===== src/rtl/collatz_pkg.sv =====
`default_nettype none
// ============================================================================
// Module : collatz_pkg
// Brief  : Shared widths and sweep-sequencer state encoding.
// Rev    : 1.0
// ============================================================================
package collatz_pkg;

    localparam int SEED_W  = 8;
    localparam int K_W     = 20;
    localparam int STATE_W = 4;

    localparam logic [STATE_W-1:0] S_IDLE  = 4'd0;
    localparam logic [STATE_W-1:0] S_LOAD  = 4'd1;
    localparam logic [STATE_W-1:0] S_START = 4'd2;
    localparam logic [STATE_W-1:0] S_ACK   = 4'd3;
    localparam logic [STATE_W-1:0] S_RUN   = 4'd4;
    localparam logic [STATE_W-1:0] S_CMP   = 4'd5;
    localparam logic [STATE_W-1:0] S_NEXT  = 4'd6;
    localparam logic [STATE_W-1:0] S_DONE  = 4'd7;
    localparam logic [STATE_W-1:0] S_ERR   = 4'd8;

endpackage
`default_nettype wire


===== src/rtl/collatz_sweep_ctrl_if.sv =====
`default_nettype none
// ============================================================================
// Module : collatz_sweep_ctrl_if
// Brief  : Start/busy handshake between the sweep sequencer and one core.
// Rev    : 1.0
// ============================================================================
interface collatz_sweep_ctrl_if;

    logic [collatz_pkg::SEED_W-1:0] core_co;
    logic                           core_st;
    logic                           core_bs;
    logic [collatz_pkg::K_W-1:0]    core_k;

    modport master (output core_co, output core_st, input core_bs, input core_k);
    modport slave  (input core_co, input core_st, output core_bs, output core_k);

endinterface
`default_nettype wire


===== src/rtl/collatz_watchdog.sv =====
`default_nettype none
// ============================================================================
// Module : collatz_watchdog
// Brief  : Loadable down-counter; expired is high while the count is zero.
// Rev    : 1.0
// ============================================================================
module collatz_watchdog #(
    parameter int CNT_W = 20
) (
    input  wire logic             clk,
    input  wire logic             rst_n,
    input  wire logic             load,
    input  wire logic [CNT_W-1:0] load_val,
    input  wire logic             dec,
    output logic                  expired
);

    logic [CNT_W-1:0] r_cnt;

    always_ff @(posedge clk or negedge rst_n) begin
        if (!rst_n) begin
            r_cnt <= '0;
        end else if (load) begin
            r_cnt <= load_val;
        end else if (dec && (r_cnt != '0)) begin
            r_cnt <= r_cnt - CNT_W'(1);
        end
    end

    assign expired = (r_cnt == '0);

endmodule
`default_nettype wire


===== src/rtl/collatz_sweep_ctrl.sv =====
`default_nettype none
// ============================================================================
// Module : collatz_sweep_ctrl
// Brief  : Walks one Collatz core over [seed_lo, seed_hi], keeps the longest.
// Rev    : 1.0
// ============================================================================
module collatz_sweep_ctrl
    import collatz_pkg::*;
#(
    parameter int ACK_TMO = 4,
    parameter int RUN_TMO = 1048575
) (
    input  wire logic              clk,
    input  wire logic              rst_n,
    input  wire logic              go,
    input  wire logic [SEED_W-1:0] seed_lo,
    input  wire logic [SEED_W-1:0] seed_hi,
    collatz_sweep_ctrl_if.master   core,
    output logic                   busy,
    output logic                   done,
    output logic                   err,
    output logic [SEED_W-1:0]      cur_seed,
    output logic [SEED_W-1:0]      best_seed,
    output logic [K_W-1:0]         best_steps
);

    localparam int c_wd_max = (ACK_TMO > RUN_TMO) ? ACK_TMO : RUN_TMO;
    localparam int c_wd_w   = $clog2(c_wd_max + 1);
    // Loaded with TMO-1 so the timeout fires on the TMO-th waiting cycle.
    localparam logic [c_wd_w-1:0] c_ack_load = c_wd_w'(ACK_TMO - 1);
    localparam logic [c_wd_w-1:0] c_run_load = c_wd_w'(RUN_TMO - 1);

    logic [STATE_W-1:0] r_state;
    logic [SEED_W-1:0]  r_seed;
    logic [SEED_W-1:0]  r_hi;
    logic [SEED_W-1:0]  r_cur;
    logic [SEED_W-1:0]  r_co;
    logic [SEED_W-1:0]  r_best_seed;
    logic [K_W-1:0]     r_best_steps;
    logic               r_st;
    logic               r_busy;
    logic               r_done;
    logic               r_err;

    logic               w_wd_load;
    logic [c_wd_w-1:0]  w_wd_val;
    logic               w_wd_dec;
    logic               w_wd_exp;

    always_comb begin
        w_wd_load = 1'b0;
        w_wd_val  = c_ack_load;
        w_wd_dec  = 1'b0;
        if (r_state == S_START) begin
            w_wd_load = 1'b1;
        end else if (r_state == S_ACK) begin
            w_wd_load = core.core_bs;
            w_wd_val  = c_run_load;
            w_wd_dec  = !core.core_bs;
        end else if (r_state == S_RUN) begin
            w_wd_dec  = core.core_bs;
        end
    end

    collatz_watchdog #(
        .CNT_W (c_wd_w)
    ) u_watchdog (
        .clk      (clk),
        .rst_n    (rst_n),
        .load     (w_wd_load),
        .load_val (w_wd_val),
        .dec      (w_wd_dec),
        .expired  (w_wd_exp)
    );

    always_ff @(posedge clk or negedge rst_n) begin
        if (!rst_n) begin
            r_state      <= S_IDLE;
            r_seed       <= '0;
            r_hi         <= '0;
            r_cur        <= '0;
            r_co         <= '0;
            r_best_seed  <= '0;
            r_best_steps <= '0;
            r_st         <= 1'b0;
            r_busy       <= 1'b0;
            r_done       <= 1'b0;
            r_err        <= 1'b0;
        end else begin
            r_st   <= 1'b0;
            r_done <= 1'b0;
            case (r_state)
                S_IDLE, S_ERR: begin
                    if (go) begin
                        r_seed       <= seed_lo;
                        r_hi         <= seed_hi;
                        r_best_seed  <= '0;
                        r_best_steps <= '0;
                        r_err        <= 1'b0;
                        // An empty range finishes without ever touching the core.
                        if (seed_lo > seed_hi) begin
                            r_done  <= 1'b1;
                            r_busy  <= 1'b0;
                            r_state <= S_DONE;
                        end else begin
                            r_busy  <= 1'b1;
                            r_state <= S_LOAD;
                        end
                    end
                end
                S_LOAD: begin
                    r_cur <= r_seed;
                    r_co  <= r_seed;
                    if (r_seed == '0) begin
                        r_state <= S_NEXT;
                    end else begin
                        r_st    <= 1'b1;
                        r_state <= S_START;
                    end
                end
                S_START: r_state <= S_ACK;
                S_ACK: begin
                    if (core.core_bs) begin
                        r_state <= S_RUN;
                    end else if (w_wd_exp) begin
                        r_err   <= 1'b1;
                        r_busy  <= 1'b0;
                        r_state <= S_ERR;
                    end
                end
                S_RUN: begin
                    if (!core.core_bs) begin
                        r_state <= S_CMP;
                    end else if (w_wd_exp) begin
                        r_err   <= 1'b1;
                        r_busy  <= 1'b0;
                        r_state <= S_ERR;
                    end
                end
                S_CMP: begin
                    if (core.core_k > r_best_steps) begin
                        r_best_seed  <= r_seed;
                        r_best_steps <= core.core_k;
                    end
                    r_state <= S_NEXT;
                end
                S_NEXT: begin
                    // Compare before incrementing so seed_hi=255 never wraps.
                    if (r_seed == r_hi) begin
                        r_done  <= 1'b1;
                        r_busy  <= 1'b0;
                        r_state <= S_DONE;
                    end else begin
                        r_seed  <= r_seed + SEED_W'(1);
                        r_state <= S_LOAD;
                    end
                end
                S_DONE:  r_state <= S_IDLE;
                default: r_state <= S_IDLE;
            endcase
        end
    end

    assign core.core_co = r_co;
    assign core.core_st = r_st;
    assign busy         = r_busy;
    assign done         = r_done;
    assign err          = r_err;
    assign cur_seed     = r_cur;
    assign best_seed    = r_best_seed;
    assign best_steps   = r_best_steps;

endmodule
`default_nettype wire


===== src/flat_wrapper.sv =====
// flat-port wrapper written by rule: the top's interface ports become plain ports
module collatz_sweep_ctrl_flat import collatz_pkg::*;
#(
    parameter int ACK_TMO = 4,
    parameter int RUN_TMO = 1048575
)
  (clk, rst_n, go, seed_lo, seed_hi, busy, done, err, cur_seed, best_seed, best_steps, core_core_co, core_core_st, core_core_bs, core_core_k);
  collatz_sweep_ctrl_if core_i ();
  input  wire logic clk;
  input  wire logic rst_n;
  input  wire logic go;
  input  wire logic [SEED_W-1:0] seed_lo;
  input  wire logic [SEED_W-1:0] seed_hi;
  output logic busy;
  output logic done;
  output logic err;
  output logic [SEED_W-1:0] cur_seed;
  output logic [SEED_W-1:0] best_seed;
  output logic [K_W-1:0] best_steps;
  output wire logic [$bits(core_i.core_co)-1:0] core_core_co;
  output wire logic [$bits(core_i.core_st)-1:0] core_core_st;
  input wire logic [$bits(core_i.core_bs)-1:0] core_core_bs;
  input wire logic [$bits(core_i.core_k)-1:0] core_core_k;
  assign core_core_co = core_i.core_co;
  assign core_core_st = core_i.core_st;
  assign core_i.core_bs = core_core_bs;
  assign core_i.core_k = core_core_k;
  collatz_sweep_ctrl #(.ACK_TMO(ACK_TMO), .RUN_TMO(RUN_TMO)) u_core (.clk(clk), .rst_n(rst_n), .go(go), .seed_lo(seed_lo), .seed_hi(seed_hi), .core(core_i), .busy(busy), .done(done), .err(err), .cur_seed(cur_seed), .best_seed(best_seed), .best_steps(best_steps));
endmodule

===== config.mk =====
export PLATFORM = sky130hd
export DESIGN_NAME = collatz_sweep_ctrl_flat
export DESIGN_NICKNAME = d
export VERILOG_FILES = /design/src/rtl/collatz_pkg.sv /design/src/rtl/collatz_sweep_ctrl_if.sv /design/src/rtl/collatz_watchdog.sv /design/src/rtl/collatz_sweep_ctrl.sv /design/src/flat_wrapper.sv
export SDC_FILE = /design/constraint.sdc
export NUM_CORES = 1
export LEC_CHECK = 0
export BUFFER_PORTS_ARGS = -buffer_cell sky130_fd_sc_hd__buf_4
export CORE_MARGIN = 1.5
export CORE_UTILIZATION = 56
export CTS_CLUSTER_DIAMETER = 50
export CTS_CLUSTER_SIZE = 8
export DETAILED_ROUTE_END_ITERATION = 12
export PLACE_DENSITY = 0.81
export SKIP_LAST_GASP = 1
export SLEW_MARGIN = 20
export SYNTH_ARGS = -nofsm -noshare
export SYNTH_HDL_FRONTEND = slang
export SYNTH_SLANG_ARGS = --single-unit
export TNS_END_PERCENT = 100

===== constraint.sdc =====
create_clock -name clk -period 3 [get_ports clk]
set_clock_uncertainty 0.1 [all_clocks]
set_input_delay 0.3 -clock clk [delete_from_list [all_inputs] [get_ports clk]]
set_output_delay 0.3 -clock clk [all_outputs]
set_load 0.01 [all_outputs]

==> impl_metrics.toml, run 1 <==
[run_status]
status = "finished, final reports clean"

[sta]
slew_violations = 0
period_share_pct = 88.8
setup-violations-final = 0
worst_slack_ps = 335
slew_headroom_pct = 47.8
finalCriticalPeriod_ps = 2660
hold_viol = 0
fmax_mhz = 375
worst_pin_slew_ps = 782
rsz0062_at_grt = "no"
fin_tns_setup_ps = 0

[die]
start_util_pct = 59.0
die_area_um2 = 8820
die_width_um = 93.9
num_rows = 32
die_y_um = 93.9
io_pins = 88
core_area_um2 = 7850

[finish]
area_delta_synth_final_pct = 19.1
diodes = 0
layout-drive-gt1-share_pct = 24.1
fill_cells = 612
mostFrequentLayoutCells = "buf_4 (92), dfrtp_1 (80), inv_1 (37)"
final_common_cell = "buf_4"
fin_area_um2 = 5510
fin_nets = 619
fin_util_pct = 70.2

[critical_path]
end_kind = "register"
crit_path_max_incr_delay_ps = 390
worstPathArrival_ps = 2860
worstPathMaxFanout = 22
critPathRequiredTime_ps = 3190
cp-start-kind = "register"
path_common_cell = "nand4_1"
path_cells = "inv_1 -> ha_1 -> nand4_1 -> nor4_1 -> o21ai_0 -> nand4_1 -> and2_1 -> buf_4 -> a22o_1"
slowest_stage = "nor4_1"
path_class = "register to register"

[clock_tree]
cts_sinks = 80
path_clk_slew_ps = 80
htree_levels = 3
cts_made_buffers = 9
clk_path_buf_depth = 2
cts_tree = "built"
clk_latency_ps = 360
cts_resized = 0
cts_root_buf = "clkbuf_8"

[routing]
drc = 0
ant_nets = 0
wire_per_inst_um = 16.9
first_pass_iters = 5
num_vias = 3963
routed_wirelength_mm = 11.0
drt_iter0_markers = 315
avgViaCountPerCell = 6.05

[logic_synthesis]
yosysUniqueCellTypes = 68
ys_top_cells_by_area = "dfrtp_1 (43%), ha_1 (8.4%), a22o_1 (5.3%), a21oi_1 (3.1%), inv_1 (3.0%)"
async_reset_ff_share_pct = 100
yosys_warnings = 0
netlist.area_leader.share_pct = 43.3
synthesis.area_um2 = 4630
synth_ff_type = "dfrtp_1"
ys_ff_latch = 80
synth_nets = 545
synth_area_per_cell_um2 = 9.76
synth_edf_count = 0
syn_inst = 474
yosysSeqAreaShare_pct = 43.3
yosysTopAreaCell = "dfrtp_1"

[pwr]
sw_frac_of_total_pct = 41.0
clkPwrFrac_pct = 15.6
power_per_cell_area_nw_per_um2 = 1010
p_leak_nw = 2.60
combPwrFrac_pct = 46.4
power_mw = 5.57
p_int_mw = 3.29
switching_power_mw = 2.29
seqPwrFrac_pct = 38.0
ir_drop_v = 0.000606

[place]
place_congestion = 0.883
dp_hpwl_mm = 7.86
placed_cell_area_um2 = 5280
dpl_worst_slack_ps = 148
portBuffers = 87

[global_routing]
grt.total_usage_pct = 26.6
grt_pass1_wl_mm = 18.4
grt-ovfl-total = 0
grt_pass1_vias = 3785
antenna_found_initial = 0
grt_max_degree = 81

[min_path]
min_path_type = "primary input to register"

[run]
drv_cap = 0
==> stage by stage <==
stage	cells	hold slack, ps
floorplan	474	-95.6
global placement	638	374
detailed placement	638	375
CTS	654	43.8
global route	655	59.8
finish	655	66.9
==> layout make-up <==
type	instances	area, um2	share of cell area (%)
multi-input combinational	326	2320	42.1
sequential	80	2000	36.3
timing repair buffer	94	712	12.9
inverter	37	139	2.52
clock buffer	11	131	2.38
tap	102	128	2.32
clock inverter	5	81.3	1.48
==> synthesized netlist by cell type, types with 6 or more instances <==
master    number
a21oi_1       29
a22o_1        28
buf_2         12
buf_4         10
clkbuf_1       8
dfrtp_1       80
ha_1          31
inv_1         37
mux2_2         8
nand2_1       34
nand3_1       14
nand4_1       10
nor2_1        23
nor3_1         9
nor4_1         8
o211ai_1       6
o21ai_0       26
o21ai_1        8
o22a_1         9
xnor2_1        7
==> routing by layer <==
layer / wire, um / up-vias / GRT usage (%) / share of wire [%]
met1: 4630 / 1923 / 33.4 / 42
met2: 5700 / 141 / 46.7 / 52
met5: 0 / - / 0 / 0
met4: 160 / 0 / 8.08 / 1.4
li1: - / 1884 / - / -
met3: 548 / 15 / 4.69 / 5.0
==> worst paths after layout <==
kind | from | to | slack (ps) | cells after the start
max | u_core.best_steps[17] | u_core.best_seed[6] | 340 | 9
min in group asynchronous | rst_n | u_core.best_steps[10] | 430 | 2
max in group asynchronous | rst_n | u_core.r_hi[7] | 1860 | 2
max reg2reg | u_core.best_steps[17] | u_core.best_seed[6] | 340 | 9
min reg2reg | u_core.err | u_core.err | 390 | 2
min | core_core_k[10] | u_core.best_steps[10] | 70 | 2
==> worst max-delay path, delay by kind of cell, from the launching register on <==
family | cells | cell delay [ps]
simple gates | 4 | 1100
buf+inv | 2 | 390
flops | 1 | 380
compound gates | 2 | 320
fa+ha+maj | 1 | 300
==> timing repair <==
item,CTS,global route
hold endpoints to repair,0,80
setup endpoints to repair,0,0
hold buffers,0,1
setup buffers,0,0
==> cells by family (layout without fill, tap and decap cells) <==
| logic type | count (synthesis) | after routing | synth area share [%] |
|---|---|---|---|
| fa+ha+maj | 31 | 31 | 8.38 |
| xor+xnor | 11 | 11 | 2.08 |
| buf+inv | 68 | 147 | 6.81 |
| simple gates | 137 | 137 | 16.6 |
| compound gates | 138 | 138 | 20.7 |
| flops | 80 | 80 | 43.3 |
| mux | 9 | 9 | 2.16 |
==> registers in the layout, summed over array words and instances, names as in the netlist <==
register and cells:
u_core.best_steps 20, u_core.u_watchdog.r_cnt 20, u_core.best_seed 8, u_core.core.core_co 8, u_core.r_hi 8, u_core.r_seed 8
u_core.r_state 4, u_core.busy 1, u_core.core.core_st 1, u_core.done 1, u_core.err 1
==> power groups by stage <==
stage          sequential, mW  clock (mW)  combinational (mW)
2_1_floorplan            2.03           0                1.77
3_3_place_gp             2.09           0                2.46
3_5_place_dp             2.12           0                2.56
4_1_cts                  2.11       0.880                2.57
5_1_grt                  2.18       0.935                2.84
6_report                 2.12       0.867                2.58
Power figures use the tool's default switching activity.
==> inputs of run 2 (changes only) <==
--- a/config.mk
+++ b/config.mk
@@ -7,7 +7,7 @@
 export LEC_CHECK = 0
 export BUFFER_PORTS_ARGS = -buffer_cell sky130_fd_sc_hd__buf_4
 export CORE_MARGIN = 1.5
-export CORE_UTILIZATION = 56
+export CORE_UTILIZATION = 60
 export CTS_CLUSTER_DIAMETER = 50
 export CTS_CLUSTER_SIZE = 8
 export DETAILED_ROUTE_END_ITERATION = 12
==> constraint.sdc (replaced) <==
create_clock -name clk -period 3.3 [get_ports clk]
set_clock_uncertainty 0.1 [all_clocks]
set_input_delay 0.33 -clock clk [delete_from_list [all_inputs] [get_ports clk]]
set_output_delay 0.33 -clock clk [all_outputs]
set_load 0.01 [all_outputs]
==> run 2 against run 1 <==
Die area is 6.5% lower. First-iteration DRC count is 33% lower. Final area is 0.84% lower. Hold slack better by 48 ps. Wire length is 0.67% higher.
==> impl_metrics.toml, run 2 (synthesis gave the netlist of run 1 again) <==
[place]
place_inst = 633
dp_hpwl_mm = 8.05
place_congestion = 0.857
portBuffers = 87
dpl_worst_slack_ps = 412

[sta]
worst_pin_slew_ps = 897
fin_tns_setup_ps = 0
slew_violations = 0
rsz0062_at_grt = "no"
setup-violations-final = 0
period_share_pct = 83.1
finalCriticalPeriod_ps = 2740
fmax_mhz = 365
hold_viol = 0
slew_headroom_pct = 39.7
worst_slack_ps = 557

[critical_path]
cp-start-kind = "register"
cp.depth = 6
critPathRequiredTime_ps = 3430
crit_path_max_incr_delay_ps = 640
crit_buf_inv = 0
end_kind = "register"
r2r_start = "u_core.r_state[2]"
critical-path-top-delay-family = "simple AND/OR/NAND/NOR gates"
slowest_stage = "dfrtp_1"
path_cells = "and4bb_2 -> nand3_1 -> or4_1 -> o21ai_2 -> a21oi_1 -> o22a_1"
worstPathArrival_ps = 2870
rr_worst_depth = 6
worstPathMaxFanout = 20
crit_path_start = "u_core.r_state[2]"
path_class = "register to register"

[finish]
multi_input_area_um2 = 2320
mostFrequentLayoutCells = "buf_4 (90), dfrtp_1 (80), inv_1 (37)"
layout-drive-gt1-share_pct = 23.7
seq_area_um2 = 2000
fill_cells = 576
area_delta_synth_final_pct = 18.1
final_common_cell = "buf_4"
diodes = 0
fin_cells = 648
fin_nets = 617

[pwr]
ir_drop_v = 0.000541
power_per_cell_area_nw_per_um2 = 911
p_leak_nw = 2.58

[global_routing]
grt_pass1_wl_mm = 18.7
grt.total_usage_pct = 28.1
grt_pass1_vias = 3913
grt-ovfl-total = 0
antenna_found_initial = 0
grt_max_degree = 81

[min_path]
hold_depth = 2
worstHoldStart = "core_core_k[9]"
min_path_type = "primary input to register"

[clock_tree]
post_cts_buffers = 0
cts_root_buf = "clkbuf_8"
htree_levels = 3
cts_sinks = 80
clk_latency_ps = 340
cts_made_buffers = 9
cts_tree = "built"
cts_resized = 0
path_clk_slew_ps = 80
clk_path_buf_depth = 2

[die]
io_pins = 88
start_util_pct = 62.8
die_area_um2 = 8250
die_width_um = 90.8
num_rows = 31
core_area_um2 = 7370
die_y_um = 90.8

[routing]
drc = 0
avgViaCountPerCell = 6.08
routed_wirelength_mm = 11.1
wire_per_inst_um = 17.2
num_vias = 3941
first_pass_iters = 5
ant_nets = 0
drt_iter0_markers = 211

[run]
drv_cap = 0

[run_status]
status = "finished, final reports clean"
## run 2: cell types whose count changed in the layout (fill, tap and decap cells not counted)
cell | before | now
buf_4 | 92 | 90
clkbuf_8 | 9 | 10
clkinvlp_4 | 1 | 0
bufinv_16 | 2 | 1
clkbuf_1 | 2 | 1
## run 2: stage by stage
stage / total power [mW] / instance area [um2] / utilization [%] / hold slack [ps]
after floorplan: 3.45 / 4630 / - / -65.6
after global placement: 4.13 / 5260 / 71.3 / 369
after detailed placement: 4.26 / 5260 / 71.3 / 377
after CTS: 4.97 / 5440 / 73.9 / 88.5
after global routing: 5.35 / 5460 / 74.1 / 98.1
final: 4.98 / 5460 / 74.1 / 114
## run 2: final cells by class
cell class,instances,area share [%]
clock buffers,11,2.59
clock inverters,3,0.801
multi-input cells,326,42.4
flip-flops and latches,80,36.6
repair buffers,92,12.8
well taps,99,2.27
inverters,37,2.54
## run 2: timing repair
| action | in CTS | in global routing |
|---|---|---|
| hold buffers | 0 | 1 |
| endpoints found under the hold margin | 0 | 18 |
| endpoints found under the setup margin | 0 | 0 |
## run 2: where the power goes
| part | leakage (nW) | switching, mW | internal (mW) | total (mW) |
|---|---|---|---|---|
| clock network | 0.0952 | 0.336 | 0.363 | 0.699 |
| registers | 1.01 | 0.513 | 1.42 | 1.93 |
| logic | 1.47 | 1.21 | 1.14 | 2.35 |
## run 2: path summary, 6_finish.rpt
check | end | slack, ps
setup / recovery | u_core.r_seed[4] | 560
hold / removal | u_core.best_steps[9] | 110
setup reg to reg | u_core.r_seed[4] | 560
hold reg to reg | u_core.err | 390
max in group asynchronous | u_core.core.core_co[7] | 2120
min in group asynchronous | u_core.best_steps[8] | 480
## run 2: per-layer routing
layer	track usage, %	wire length (um)	part of all wire [%]
met5	0	0	0
met2	47.7	5620	51
met1	36.4	4730	43
met3	4.63	542	4.9
met4	9.77	221	2.0
==> inputs of run 3 (changes only) <==
--- a/config.mk
+++ b/config.mk
@@ -5,13 +5,14 @@
 export SDC_FILE = /design/constraint.sdc
 export NUM_CORES = 1
 export LEC_CHECK = 0
+export ABC_AREA = 1
 export BUFFER_PORTS_ARGS = -buffer_cell sky130_fd_sc_hd__buf_4
 export CORE_MARGIN = 1.5
-export CORE_UTILIZATION = 60
+export CORE_UTILIZATION = 57
 export CTS_CLUSTER_DIAMETER = 50
 export CTS_CLUSTER_SIZE = 8
 export DETAILED_ROUTE_END_ITERATION = 12
-export PLACE_DENSITY = 0.81
+export PLACE_DENSITY = 0.77
 export SKIP_LAST_GASP = 1
 export SLEW_MARGIN = 20
 export SYNTH_ARGS = -nofsm -noshare
==> constraint.sdc (replaced) <==
create_clock -name clk -period 2.8 [get_ports clk]
set_clock_uncertainty 0.1 [all_clocks]
set_input_delay 0.28 -clock clk [delete_from_list [all_inputs] [get_ports clk]]
set_output_delay 0.28 -clock clk [all_outputs]
set_load 0.01 [all_outputs]
==> run 3 against run 2 <==
The flow now finishes with violations (DRC). Register-to-register slack hardly changed. Highest routed layer unchanged. Largest cell class unchanged. Global-route usage decreased by 2.5 points. Total power rose by 19%. Largest power group unchanged.
==> impl_metrics.toml, run 3 <==
[global_routing]
grt_pass1_vias = 4424
grt_max_degree = 81
antenna_found_initial = 0
grt_pass1_wl_mm = 20.1
grt.total_usage_pct = 25.6
grt-ovfl-total = 0

[routing]
ant_nets = 0
wire_per_inst_um = 13.4
first_pass_iters = 9
num_vias = 4618
drc = 8
routed_wirelength_mm = 11.8
avgViaCountPerCell = 5.25
drt_iter0_markers = 293

[finish]
layout-drive-gt1-share_pct = 18.5
fin_area_um2 = 6030
final_common_cell = "nand2_1"
diodes = 0
fin_util_pct = 68.5
area_delta_synth_final_pct = 15.8
fin_nets = 838
mostFrequentLayoutCells = "nand2_1 (173), inv_1 (101), buf_4 (88)"

[clock_tree]
cts_tree = "built"
clk_latency_ps = 360
clk_path_buf_depth = 2
htree_levels = 3
path_clk_slew_ps = 90
cts_made_buffers = 9
post_cts_buffers = 0
cts_sinks = 80
cts_root_buf = "clkbuf_8"

[logic_synthesis]
yosysMostFrequentCell = "nand2_1"
yosysTopAreaCell = "dfrtp_1"
yosysUniqueCellTypes = 35
yosys_warnings = 0
ys_top_cells_by_area = "dfrtp_1 (38%), nand2_1 (12%), ha_1 (7.4%), inv_1 (7.3%), nand3_1 (5.8%)"
synth_nets = 763
syn_inst = 692
yosysSeqAreaShare_pct = 38.4
synth_top_family_by_area = "simple AND/OR/NAND/NOR gates"
synth_fa_ha_area_share_pct = 7.44
yosys-top-cells-count = "nand2_1 (173), inv_1 (101), dfrtp_1 (80), nor2_1 (79), nand3_1 (60)"
synth_compound_area_share_pct = 9.46
synth_ff_type = "dfrtp_1"
yosys.area_share.simple_pct = 29.3
yosys-mux-area-fraction_pct = 0.384
ys_ff_latch = 80
synthesis.area_um2 = 5210
async_reset_ff_share_pct = 100
synth_edf_count = 0
netlist.area_leader.share_pct = 38.4
synthXorXnorAreaFrac_pct = 3.36
synth_area_per_cell_um2 = 7.53

[critical_path]
path_cells = "inv_1 -> ha_1 -> nand2_1 -> nor2_1 -> nand2_1 -> nor2_1 -> nand2_1 -> nand3_1 -> nand2_1 -> nand2_2 -> nand2_4 -> nand2_1 -> nand2_1"
r2r_start = "u_core.best_steps[19]"
path_common_cell = "nand2_1"
critPathRequiredTime_ps = 2960
timing.rr.end = "u_core.best_steps[7]"
end_kind = "register"
crit_path_max_incr_delay_ps = 370
rrSetupSlack_ps = 550
crit_path_start = "u_core.best_steps[19]"
path_class = "register to register"
critical-path-top-delay-family = "simple AND/OR/NAND/NOR gates"
slowest_stage = "dfrtp_1"
crit_buf_inv = 1
worstPathArrival_ps = 2410
cp.depth = 13
worstPathMaxFanout = 28
rr_worst_depth = 13
cp-start-kind = "register"

[sta]
fmax_mhz = 444
setup-violations-final = 0
slew_headroom_pct = 51.4
worst_pin_slew_ps = 729
hold_viol = 0
period_share_pct = 80.4
slew_violations = 0
worst_slack_ps = 548
rsz0062_at_grt = "no"
fin_tns_setup_ps = 0
finalCriticalPeriod_ps = 2250

[min_path]
min_path_type = "primary input to register"
worstHoldStart = "seed_hi[0]"
whs_endpoint = "u_core.r_hi[0]"
hold_depth = 3

[place]
dpl_worst_slack_ps = 579
place_congestion = 0.879
placed_cell_area_um2 = 5810
portBuffers = 87
dp_hpwl_mm = 8.61

[pwr]
ir_drop_v = 0.000656
power_per_cell_area_nw_per_um2 = 980
p_leak_nw = 3.35
power_mw = 5.91

[run_status]
status = "finished, violations left"
violations = "DRC"

[run]
drv_cap = 0

[die]
die_width_um = 98.6
die_y_um = 98.6
io_pins = 88
core_area_um2 = 8810
start_util_pct = 59.2
num_rows = 34
die_area_um2 = 9720
==> run 3: changes by cell type in the layout (fill, tap and decap cells not counted), moves of 8 or more <==
cell     delta
inv_1      +64
xor2_1      +9
a22o_1     -28
nor2_1     +56
mux2_2      -8
nor4_1      -8
o22a_1      -9
nand2_1   +139
o21ai_2     +8
nand3_1    +46
==> run 3: cells by family (layout without fill, tap and decap cells) <==
logic type | Yosys count | count (layout)
AOI/OAI and AO/OA | 82 | 82
and+or+nand+nor | 344 | 344
buffers and inverters | 133 | 213
adders and majority gates | 31 | 31
xor gates and xnor gates | 20 | 20
muxes | 2 | 2
DFF | 80 | 80
==> run 3: cell type report <==
| type | instances | area (um2) |
|---|---|---|
| clock inverter | 7 | 85.1 |
| timing repair buffer | 90 | 682 |
| tap | 108 | 135 |
| inverter | 107 | 402 |
| fill | 759 | 2780 |
| clock buffer | 9 | 124 |
| multi-input combinational | 479 | 2600 |
| sequential | 80 | 2000 |
==> run 3: routing by layer <==
metal,GRT usage (%),vias up,wire length (um),part of all wire [%]
li1,-,2326,-,-
met1,34.0,2133,5460,46
met2,42.6,138,5500,47
met3,3.76,21,605,5.1
met4,9.67,0,205,1.7
met5,0,-,0,0
==> run 3: worst max-delay path by stage <==
stage / to / slack [ps]
2_1_floorplan: u_core.best_steps[10] / 890
3_3_place_gp: u_core.best_seed[5] / 610
3_5_place_dp: u_core.best_steps[7] / 580
4_1_cts: u_core.best_steps[7] / 550
5_1_grt: u_core.best_steps[7] / 310
6_report: u_core.best_steps[7] / 550
==> run 3: worst reg2reg max path, cell delays in order (launching register included) <==
cell	delay, ps
dfrtp_1	370
inv_1	50
ha_1	300
nand2_1	70
nor2_1	130
nand2_1	90
nor2_1	140
nand2_1	70
nand3_1	80
nand2_1	60
nand2_2	220
nand2_4	260
nand2_1	140
nand2_1	60
==> run 3: power by group <==
| group | switching (mW) | internal (mW) |
|---|---|---|
| logic | 1.86 | 1.12 |
| clock network | 0.492 | 0.435 |
| registers | 0.399 | 1.60 |
==> run 3: repair_timing <==
action	in CTS	in global routing
gates resized for setup	0	0
hold buffers	0	1
hold endpoints to repair	0	80
==> run 3: metrics by stage <==
stage | std cells | hold WS (ps)
after global routing | 880 | 72.5
after global placement | 863 | 360
after detailed placement | 863 | 372
after floorplan | 692 | -116
final | 880 | 52.9
after CTS | 879 | 27.5
